[config.mk]
export PLATFORM = sky130hd
export DESIGN_NAME = stream_upsizer
export DESIGN_NICKNAME = d
export VERILOG_FILES = /design/src/rtl/stream_upsizer.sv
export SDC_FILE = /design/constraint.sdc
export NUM_CORES = 1
export LEC_CHECK = 0
export CAP_MARGIN = 20
export CELL_PAD_IN_SITES_DETAIL_PLACEMENT = 1
export CELL_PAD_IN_SITES_GLOBAL_PLACEMENT = 1
export CORE_MARGIN = 2
export CORE_UTILIZATION = 30
export CTS_CLUSTER_SIZE = 12
export DETAILED_ROUTE_END_ITERATION = 12
export PLACE_DENSITY_LB_ADDON = 0.08
export SLEW_MARGIN = 5
export SYNTH_ARGS = -nofsm -noshare
export SYNTH_HDL_FRONTEND = slang
export SYNTH_SLANG_ARGS = --single-unit
[constraint.sdc]
create_clock -name clk -period 2.15 [get_ports clk]
set_input_delay 0.43 -clock clk [delete_from_list [all_inputs] [get_ports clk]]
set_output_delay 0.43 -clock clk [all_outputs]
set_load 0.05 [all_outputs]
[src/rtl/stream_upsizer.sv]
// Narrow-to-wide stream packer: collects RATIO beats of IN_W bits into one output word.
// Handles early flush on s_last with a per-lane keep mask and valid/ready flow control on both sides.
module stream_upsizer #(
  parameter int IN_W      = 4,
  parameter int RATIO     = 4,
  parameter int LSB_FIRST = 1
) (
  input  logic                       clk,
  input  logic                       rstn,
  input  logic [IN_W-1:0]            s_data,
  input  logic                       s_valid,
  input  logic                       s_last,
  output logic                       s_ready,
  output logic [IN_W*RATIO-1:0]      m_data,
  output logic [RATIO-1:0]           m_keep,
  output logic                       m_last,
  output logic                       m_valid,
  input  logic                       m_ready,
  output logic [$clog2(RATIO)-1:0]   lane_cnt
);

  localparam int OUT_W = IN_W * RATIO;
  localparam int CW    = $clog2(RATIO);

  logic [OUT_W-1:0] acc_data_p0;
  logic [RATIO-1:0] acc_keep_p0;

  logic [CW-1:0]    lane_idx;
  logic [OUT_W-1:0] merged_data;
  logic [RATIO-1:0] merged_keep;
  logic             last_lane;
  logic             out_free;
  logic             beat_acc;
  logic             completing;

  // Physical lane that the beat at accumulation position cnt lands in.
  function automatic logic [CW-1:0] lane_of(input logic [CW-1:0] cnt);
    if (LSB_FIRST != 0)
      lane_of = cnt;
    else
      lane_of = CW'(RATIO - 1) - cnt;
  endfunction

  assign lane_idx   = lane_of(lane_cnt);
  assign last_lane  = (lane_cnt == CW'(RATIO - 1));
  assign out_free   = !m_valid || m_ready;
  // A completing beat needs the output slot; any other beat only touches the accumulator.
  assign s_ready    = out_free || (!last_lane && !s_last);
  assign beat_acc   = s_valid && s_ready;
  assign completing = beat_acc && (last_lane || s_last);

  always_comb begin
    merged_data = acc_data_p0;
    merged_keep = acc_keep_p0;
    for (int i = 0; i < RATIO; i++) begin
      if (lane_idx == CW'(i)) begin
        merged_data[i*IN_W +: IN_W] = s_data;
        merged_keep[i]              = 1'b1;
      end
    end
  end

  // Stage p0: accumulator of the word being assembled
  always_ff @(posedge clk or negedge rstn) begin
    if (!rstn) begin
      acc_data_p0 <= '0;
      acc_keep_p0 <= '0;
      lane_cnt    <= '0;
    end else if (completing) begin
      acc_data_p0 <= '0;
      acc_keep_p0 <= '0;
      lane_cnt    <= '0;
    end else if (beat_acc) begin
      acc_data_p0 <= merged_data;
      acc_keep_p0 <= merged_keep;
      lane_cnt    <= lane_cnt + CW'(1);
    end
  end

  // Stage p1: output register, replaced in place when a new word completes as the old one leaves
  always_ff @(posedge clk or negedge rstn) begin
    if (!rstn) begin
      m_valid <= 1'b0;
      m_data  <= '0;
      m_keep  <= '0;
      m_last  <= 1'b0;
    end else if (completing) begin
      m_valid <= 1'b1;
      m_data  <= merged_data;
      m_keep  <= merged_keep;
      m_last  <= s_last;
    end else if (m_valid && m_ready) begin
      m_valid <= 1'b0;
    end
  end

endmodule

# Word-level counts from Yosys, hierarchy flattened
# Index checks and enable logic that the tools add are counted.
word_totals:
  ff_bits: 44
  in_bits: 9
  out_inout_bits: 25
  elab_cells: 40
op_classes:
  n_addsub: 1
  n_eq_ne: 3
  n_mux: 16
  n_reduce_logical: 13
ops:
  columns: ["operator", "n"]
  rows:
  - ["2-to-1 mux 16 bit", 2]
  - ["2-to-1 mux 4 bit", 6]
  - ["2-to-1 mux 1 bit", 6]
  - ["equality test 2 bit, second input constant", 2]
  - ["logical AND 1 bit", 4]
  - ["2-to-1 mux 2 bit", 2]
  - ["nonzero test 2 bit", 2]
  - ["zero test 1 bit", 3]
  - ["logical OR 1 bit", 3]
  - ["adder 2 x 1 -> 2 bit, second input constant", 1]
  - ["equality test 2 x 1 -> 1 bit, second input constant", 1]
  - ["zero test 2 bit", 1]

# Longest topological paths before layout
# Gate-level depths: netlist of run 1.
depth:
  word_depth: 7
  ltp_mapped: 7
  ltp_nobuf: 5

# Worst setup path after synthesis of run 1
# OpenSTA, ideal clock, no wires.
synth_timing:
  kind: "flip-flop to flip-flop"
  start: "register lane_cnt[0]"
  end: "register m_data[3]"
  setup_time_ns: 0.128
  arrival_time_ns: 1.849
  t_required_ns: 2.022
  setup_slack_ns: 0.173
  stages_incl_launch_ff: 6
  n_path_buf: 1
  synth_period_minus_slack_ns: 1.977
  cell_sequence: "dfrtp_1 -> inv_1 -> ha_1 -> clkbuf_1 -> mux2_2 -> mux2_1"
synth_between:
  elab_chain_len: 6
  word_cells_on_any_way: 9
  classes_between: "1 x eq/ne; 1 x mux; 7 x reduce/logical"
synth_rtl:
  columns: ["item", "line", "rtl"]
  rows:
  - ["from (decl)", "19", "output logic [$clog2(RATIO)-1:0] lane_cnt"]
  - ["from (signal assigned)", "76", "lane_cnt <= lane_cnt + CW'(1);"]
  - ["equality test 2 bit", "45", "assign last_lane = (lane_cnt == CW'(RATIO - 1));"]
  - ["zero test 1 bit", "48", "assign s_ready = out_free || (!last_lane && !s_last);"]
  - ["logical AND 1 bit", "48", null]
  - ["logical OR 1 bit", "48", null]
  - ["logical AND 1 bit", "49", "assign beat_acc = s_valid && s_ready;"]
  - ["logical AND 1 bit", "50", "assign completing = beat_acc && (last_lane || s_last);"]
  - ["to (signal assigned)", "89", "m_data <= merged_data;"]
  - ["to (decl)", "14", "output logic [IN_W*RATIO-1:0] m_data,"]
# Parallel ways exist; a longest one is shown, timed or not.
# A chain may end at the register's enable or synchronous reset.

# Worst setup path in the final report of run 1
layout_timing:
  start: "register lane_cnt[1]"
  end: "output port lane_cnt[1]"
# No word-level cell between the ends.

==> flow_metrics.py, run 1 <==
metrics = {
    "setup_path": {
        "slowest_stage": "clkdlybuf4s50_1",
        "slowest_delay_ns": 0.85,
        "reg2reg_to": "acc_data_p0[2]$_DFFE_PN0P_",
        "path_buf_inv": 1,
        "crit_fanout": 5,
        "ff2ff_setup_slack_ns": 0.32,
        "crit_chain": "clkdlybuf4s50_1",
        "crit_family": "buffers and inverters",
        "cp.arrival_ns": 1.61,
        "crit_type": "reg2out",
        "worstPathRequired_ns": 1.72,
        "path_depth": 1,
        "r2r_cells": 5,
        "worstSetupEndpointType": "output pin",
        "r2r-start": "lane_cnt[0]$_DFFE_PN0P_",
        "startpoint_type": "register",
        "endpoint": "lane_cnt[1]",
        "crit_start": "lane_cnt[1]$_DFFE_PN0P_",
    },
    "synthesis": {
        "ys.flop_type": "dfrtp_1",
        "yosysWarnings": 0,
        "ys_ff_latch": 44,
        "syn_inst": 142,
        "syn_area_per_cell_sq_um": 14.4,
        "synth.distinct_cells": 30,
        "async_flop_share": 1.00,
        "synth_nets": 155,
        "ys_seq_area_frac": 0.537,
        "synth_enable_flop_cells": 0,
        "synth_area_sq_mm": 0.00205,
    },
    "finish": {
        "fill_cells": 698,
        "drive_gt1_frac": 0.378,
        "final_cell_mix": "dfrtp_1, clkdlybuf4s50_1, mux2_2",
        "syn2layout_area_growth_pct": 25.1,
        "seq_area_sq_mm": 0.00110,
        "fin_nets": 193,
        "multiInputGateArea_sq_um": 852,
        "finalNonFillerCells": 260,
        "utilization": 0.382,
        "final_common_cell": "dfrtp_1",
        "diodes": 0,
    },
    "power": {
        "p_int_w": 0.00167,
        "p_leak_nw": 1.23,
        "clkPwrFrac": 0.179,
        "vdd_drop_max_v": 0.000448,
        "p_switching_w": 0.00107,
        "combinationalPowerShare": 0.425,
        "seqPwrFrac": 0.396,
        "swShare": 0.391,
        "power_density_mw_per_mm2": 1070,
    },
    "floorplanning": {
        "die_area_sq_mm": 0.00751,
        "start_util": 0.305,
        "ioPinCount": 34,
        "rows": 30,
        "core_sq_mm": 0.00672,
        "dieWidth_microns": 86.7,
        "dieHeight_microns": 86.7,
    },
    "global_route": {
        "grt_overflow_total": 0,
        "grt_pass1_wl_microns": 7340,
        "met1_usage": 0.174,
        "grt_usage": 0.129,
        "busiest_layer": "met2",
        "met3_usage": 0.0371,
        "grt_pass1_vias": 1382,
        "use_met2": 0.200,
        "antenna_found_initial": 0,
        "grt_max_degree": 30,
    },
    "routing": {
        "drt_wl_total_microns": 4370,
        "routed_via_density": 5.03,
        "drt.antenna.violating_nets": 0,
        "wire_per_inst_microns": 16.8,
        "drc": 0,
        "drt_iter0_drc": 66,
        "dr.pass1.iters": 4,
        "via_count": 1307,
    },
    "outcome": {
        "status": "finished, final reports clean",
    },
    "run": {
        "maxCapViolations": 0,
    },
    "sta": {
        "finalCriticalPeriod_ns": 2.04,
        "setup_tns_ns": 0,
        "slew_headroom": 0.553,
        "fmax_ghz": 0.491,
        "fin_crit_sh": 0.947,
        "rsz0062_at_grt": "no",
        "setup_viol_count_final": 0,
        "final-hold-violation-count": 0,
        "tightest_slew_ns": 0.671,
        "clock_skew_ns": 0.00504,
        "slew_violations": 0,
    },
    "clock_network": {
        "cts_tree": "built",
        "cts.sink_count": 44,
        "cts_buffers": 5,
        "cts_buffer_depth": 2,
        "insertion_delay_ns": 0.29,
        "htreeDepth": 2,
        "clk_pin_slew_ns": 0.08,
        "post_cts_buffers": 0,
        "root_buffer": "clkbuf_8",
    },
    "place": {
        "gp_congestion": 0.760,
        "dp_hpwl_microns": 3110,
        "numPortBuffers": 33,
        "place_inst": 253,
    },
    "worst_hold_path": {
        "hold_path_class": "in2async",
    },
}
## stage by stage
step           hold slack, ns  instance area (sq um)  total power, W  worst slack, ns
6_report                0.168                   2560         0.00274            0.114
5_1_grt                 0.202                   2560         0.00290           0.0351
3_3_place_gp            0.466                   2470         0.00225            0.191
2_1_floorplan           0.134                   2050         0.00188            0.173
3_5_place_dp            0.471                   2470         0.00227            0.144
4_1_cts                 0.189                   2560         0.00278            0.108
## power by group through the flow
stage / clock network, W / logic, W / registers (W)
floorplan: 0 / 0.000366 / 0.00152
global placement: 0 / 0.00116 / 0.00109
detailed placement: 0 / 0.00117 / 0.00110
CTS: 0.000509 / 0.00118 / 0.00109
global route: 0.000557 / 0.00123 / 0.00111
finish: 0.000491 / 0.00116 / 0.00108
## logic make-up after synthesis
family          Yosys count  share of synthesized area
flops                    44                      0.537
mux                      36                      0.198
compound gates           23                      0.115
simple gates             19                     0.0726
buf+inv                  16                     0.0537
fa+ha+maj                 4                     0.0244
## cell usage after synthesis (2+ instances only)
library cell / instances / area (sq um)
mux2_2: 29 / 327
mux2_1: 3 / 33.8
and2_1: 5 / 31.3
inv_1: 5 / 18.8
a32o_2: 11 / 124
ha_1: 4 / 50.1
or4b_4: 2 / 27.5
mux2i_1: 3 / 30.0
clkbuf_1: 3 / 11.3
a22o_1: 4 / 35.0
a32o_1: 2 / 20.0
o211ai_2: 3 / 37.5
dfrtp_1: 44 / 1100
nor2_1: 3 / 11.3
buf_6: 6 / 67.6
## layer usage
| metal | up-vias | share of wire |
|---|---|---|
| met3 | 5 | 0.038 |
| met4 | 0 | 0.014 |
| li1 | 594 | - |
| met2 | 30 | 0.48 |
| met1 | 678 | 0.47 |
| met5 | - | 0 |
## worst min path at each step
stage                           startpoint                           to  slack [ns]
2_1_floorplan                         rstn   acc_data_p0[0]$_DFFE_PN0P_        0.13
3_3_place_gp   acc_data_p0[15]$_DFFE_PN0P_  acc_data_p0[15]$_DFFE_PN0P_        0.47
3_5_place_dp   acc_data_p0[13]$_DFFE_PN0P_  acc_data_p0[13]$_DFFE_PN0P_        0.47
4_1_cts                               rstn        m_data[7]$_DFFE_PN0P_        0.19
5_1_grt                               rstn        m_data[9]$_DFFE_PN0P_        0.20
6_report                              rstn        m_data[9]$_DFFE_PN0P_        0.17
## layout make-up
type,instances,area share
well taps,80,0.0390
flip-flops and latches,44,0.429
clock inverters,1,0.00195
multi-input cells,82,0.332
repair buffers,42,0.162
clock buffers,6,0.0283
inverters,5,0.00732
## repair_timing
item	in CTS	in global routing
hold buffers	0	0
setup endpoints to repair	1	0
gates resized for setup	2	0
## sequential cells by signal (all words and copies together), names as in the netlist
name,count
acc_data_p0,16
m_data,16
acc_keep_p0,4
m_keep,4
lane_cnt,2
m_last,1
m_valid,1
(Power assumes the default switching activity.)
==> run 2: changes to the inputs <==
--- a/config.mk
+++ b/config.mk
@@ -13,7 +13,6 @@
 export CTS_CLUSTER_SIZE = 12
 export DETAILED_ROUTE_END_ITERATION = 12
 export PLACE_DENSITY_LB_ADDON = 0.08
-export SLEW_MARGIN = 5
 export SYNTH_ARGS = -nofsm -noshare
 export SYNTH_HDL_FRONTEND = slang
 export SYNTH_SLANG_ARGS = --single-unit
==> results of run 2 <==
Same layout as run 1: the final DEF is identical, and so are final timing and power.
==> run 3: changes to the inputs <==
--- a/config.mk
+++ b/config.mk
@@ -5,6 +5,7 @@
 export SDC_FILE = /design/constraint.sdc
 export NUM_CORES = 1
 export LEC_CHECK = 0
+export ABC_AREA = 1
 export CAP_MARGIN = 20
 export CELL_PAD_IN_SITES_DETAIL_PLACEMENT = 1
 export CELL_PAD_IN_SITES_GLOBAL_PLACEMENT = 1
==> run 3 against run 2 <==
  * Die area shrank 1.6%
  * Maximum frequency rose by 0.72%
  * Routed wire length increased by 20%
  * Global-route usage up 2.2 points
  * Utilization up 1.4 points
  * Non-clock buffer count is the same
  * Sequential share of layout area increased by 0.38 points
  * Count of clock-buffer cells in the layout unchanged
  * Largest power group unchanged
==> flow_metrics.py, run 3 <==
metrics = {
    "synthesis": {
        "ys_seq_area_frac": 0.546,
        "async_flop_share": 1.00,
        "synth_enable_flop_cells": 0,
        "synth_top_area_cell": "dfrtp_1",
        "yosysMostFrequentCell": "nand2_1",
        "yosysWarnings": 0,
        "syn_area_per_cell_sq_um": 8.33,
        "synth_area_sq_mm": 0.00202,
        "synth_nets": 255,
        "synth_common_cells": "nand2_1, dfrtp_1, inv_1",
        "synth_area_leaders": "dfrtp_1, nand2_1, nand4_1, inv_1, ha_1",
        "ys_ff_latch": 44,
        "ys.flop_type": "dfrtp_1",
        "syn_inst": 242,
        "synth.distinct_cells": 18,
        "yosys.area.top_type_share": 0.546,
    },
    "setup_path": {
        "path_depth": 1,
        "cp.arrival_ns": 1.59,
        "crit_fanout": 5,
        "slowest_stage": "clkdlybuf4s50_1",
        "worstPathRequired_ns": 1.72,
        "ff2ff_setup_slack_ns": 0.51,
        "reg2reg_to": "m_data[13]$_DFFE_PN0P_",
        "crit_chain": "clkdlybuf4s50_1",
        "startpoint_type": "register",
        "r2r-start": "lane_cnt[1]$_DFFE_PN0P_",
        "path_buf_inv": 1,
        "worstSetupEndpointType": "output pin",
        "crit_type": "reg2out",
        "slowest_delay_ns": 0.84,
        "crit_start": "lane_cnt[1]$_DFFE_PN0P_",
        "crit_family": "buffers and inverters",
        "endpoint": "lane_cnt[1]",
        "r2r_cells": 6,
    },
    "place": {
        "dp_hpwl_microns": 3830,
        "post_dp_cell_area_sq_mm": 0.00245,
        "numPortBuffers": 33,
        "gp_congestion": 0.755,
    },
    "routing": {
        "drc": 0,
        "drt_iter0_drc": 79,
        "drt_wl_total_microns": 5260,
        "drt.antenna.violating_nets": 0,
        "wire_per_inst_microns": 14.6,
        "via_count": 1662,
        "routed_via_density": 4.62,
        "dr.pass1.iters": 4,
    },
    "clock_network": {
        "cts_buffer_depth": 2,
        "insertion_delay_ns": 0.30,
        "post_cts_buffers": 0,
        "cts.sink_count": 44,
        "clk_pin_slew_ns": 0.09,
        "htreeDepth": 2,
        "ctsResizeCount": 0,
        "cts_buffers": 5,
        "root_buffer": "clkbuf_8",
        "cts_tree": "built",
        "postCtsHoldBufs": 0,
    },
    "sta": {
        "final-hold-violation-count": 0,
        "slew_headroom": 0.663,
        "rsz0062_at_grt": "no",
        "slew_violations": 0,
        "fmax_ghz": 0.495,
        "finalCriticalPeriod_ns": 2.02,
        "tightest_slew_ns": 0.504,
        "clock_skew_ns": 0.00422,
        "timing.hold.ws_ns": 0.0577,
        "setup_viol_count_final": 0,
        "fin_crit_sh": 0.940,
        "setup_tns_ns": 0,
    },
    "finish": {
        "diodes": 0,
        "fin_area_sq_mm": 0.00254,
        "utilization": 0.396,
        "syn2layout_area_growth_pct": 26.1,
        "fin_nets": 295,
        "final_cell_mix": "nand2_1, dfrtp_1, clkdlybuf4s50_1",
        "reg.largest.list": "acc_data_p0 (16), m_data (16)",
        "final_common_cell": "nand2_1",
        "drive_gt1_frac": 0.102,
    },
    "floorplanning": {
        "ioPinCount": 34,
        "dieHeight_microns": 86.0,
        "rows": 29,
        "core_sq_mm": 0.00642,
        "start_util": 0.314,
        "dieWidth_microns": 86.0,
        "die_area_sq_mm": 0.00740,
    },
    "power": {
        "vdd_drop_max_v": 0.000412,
        "p_leak_nw": 1.38,
        "power_density_mw_per_mm2": 1060,
    },
    "global_route": {
        "grt_max_degree": 37,
        "grt_overflow_total": 0,
        "grt_pass1_wl_microns": 8600,
        "grt_usage": 0.151,
        "grt_pass1_vias": 1705,
        "antenna_found_initial": 0,
    },
    "worst_hold_path": {
        "hold_path_class": "in2async",
    },
    "run": {
        "maxCapViolations": 0,
    },
    "outcome": {
        "status": "finished, final reports clean",
    },
}
run 3: where the power goes:
group	switching (W)	leakage [nW]	internal [W]
sequential	0.0000920	0.588	0.000982
clock	0.000287	0.0510	0.000257
combinational	0.000734	0.743	0.000342
run 3: logic make-up after synthesis:
kind of cell / synth area share
adders and majority gates: 0.0248
and+or+nand+nor: 0.331
DFF: 0.546
buffers and inverters: 0.0664
AOI/OAI and AO/OA: 0.0323
run 3: worst min path at each step:
| stage | endpoint | startpoint |
|---|---|---|
| finish | m_data[14]$_DFFE_PN0P_ | rstn |
| global route | m_data[14]$_DFFE_PN0P_ | rstn |
| CTS | acc_keep_p0[3]$_DFFE_PN0P_ | rstn |
| floorplan | acc_data_p0[0]$_DFFE_PN0P_ | rstn |
| global placement | acc_keep_p0[3]$_DFFE_PN0P_ | rstn |
| detailed placement | acc_keep_p0[3]$_DFFE_PN0P_ | rstn |
run 3: final cells by class:
| cell class | instances | area [sq um] |
|---|---|---|
| Timing Repair Buffer | 42 | 403 |
| Inverter | 18 | 67.6 |
| Sequential cell | 44 | 1100 |
| Clock inverter | 2 | 10.0 |
| Multi-Input combinational cell | 171 | 782 |
| Fill cell | 764 | 3880 |
| Clock buffer | 6 | 82.6 |
| Tap cell | 77 | 96.3 |
run 3: through the flow:
step / power (W) / cells / setup WS [ns]
after detailed placement: 0.00218 / 352 / 0.198
final: 0.00269 / 360 / 0.129
after floorplan: 0.00180 / 242 / 0.381
after global routing: 0.00286 / 360 / 0.0756
after global placement: 0.00217 / 352 / 0.265
after CTS: 0.00274 / 360 / 0.0930
run 3: routing by layer:
layer | track usage | vias to the layer above | routed length, microns
met5 | 0 | - | 0
met2 | 0.233 | 24 | 2410
met3 | 0.0308 | 5 | 149
li1 | - | 836 | -
met1 | 0.216 | 797 | 2640
met4 | 0.0390 | 0 | 57
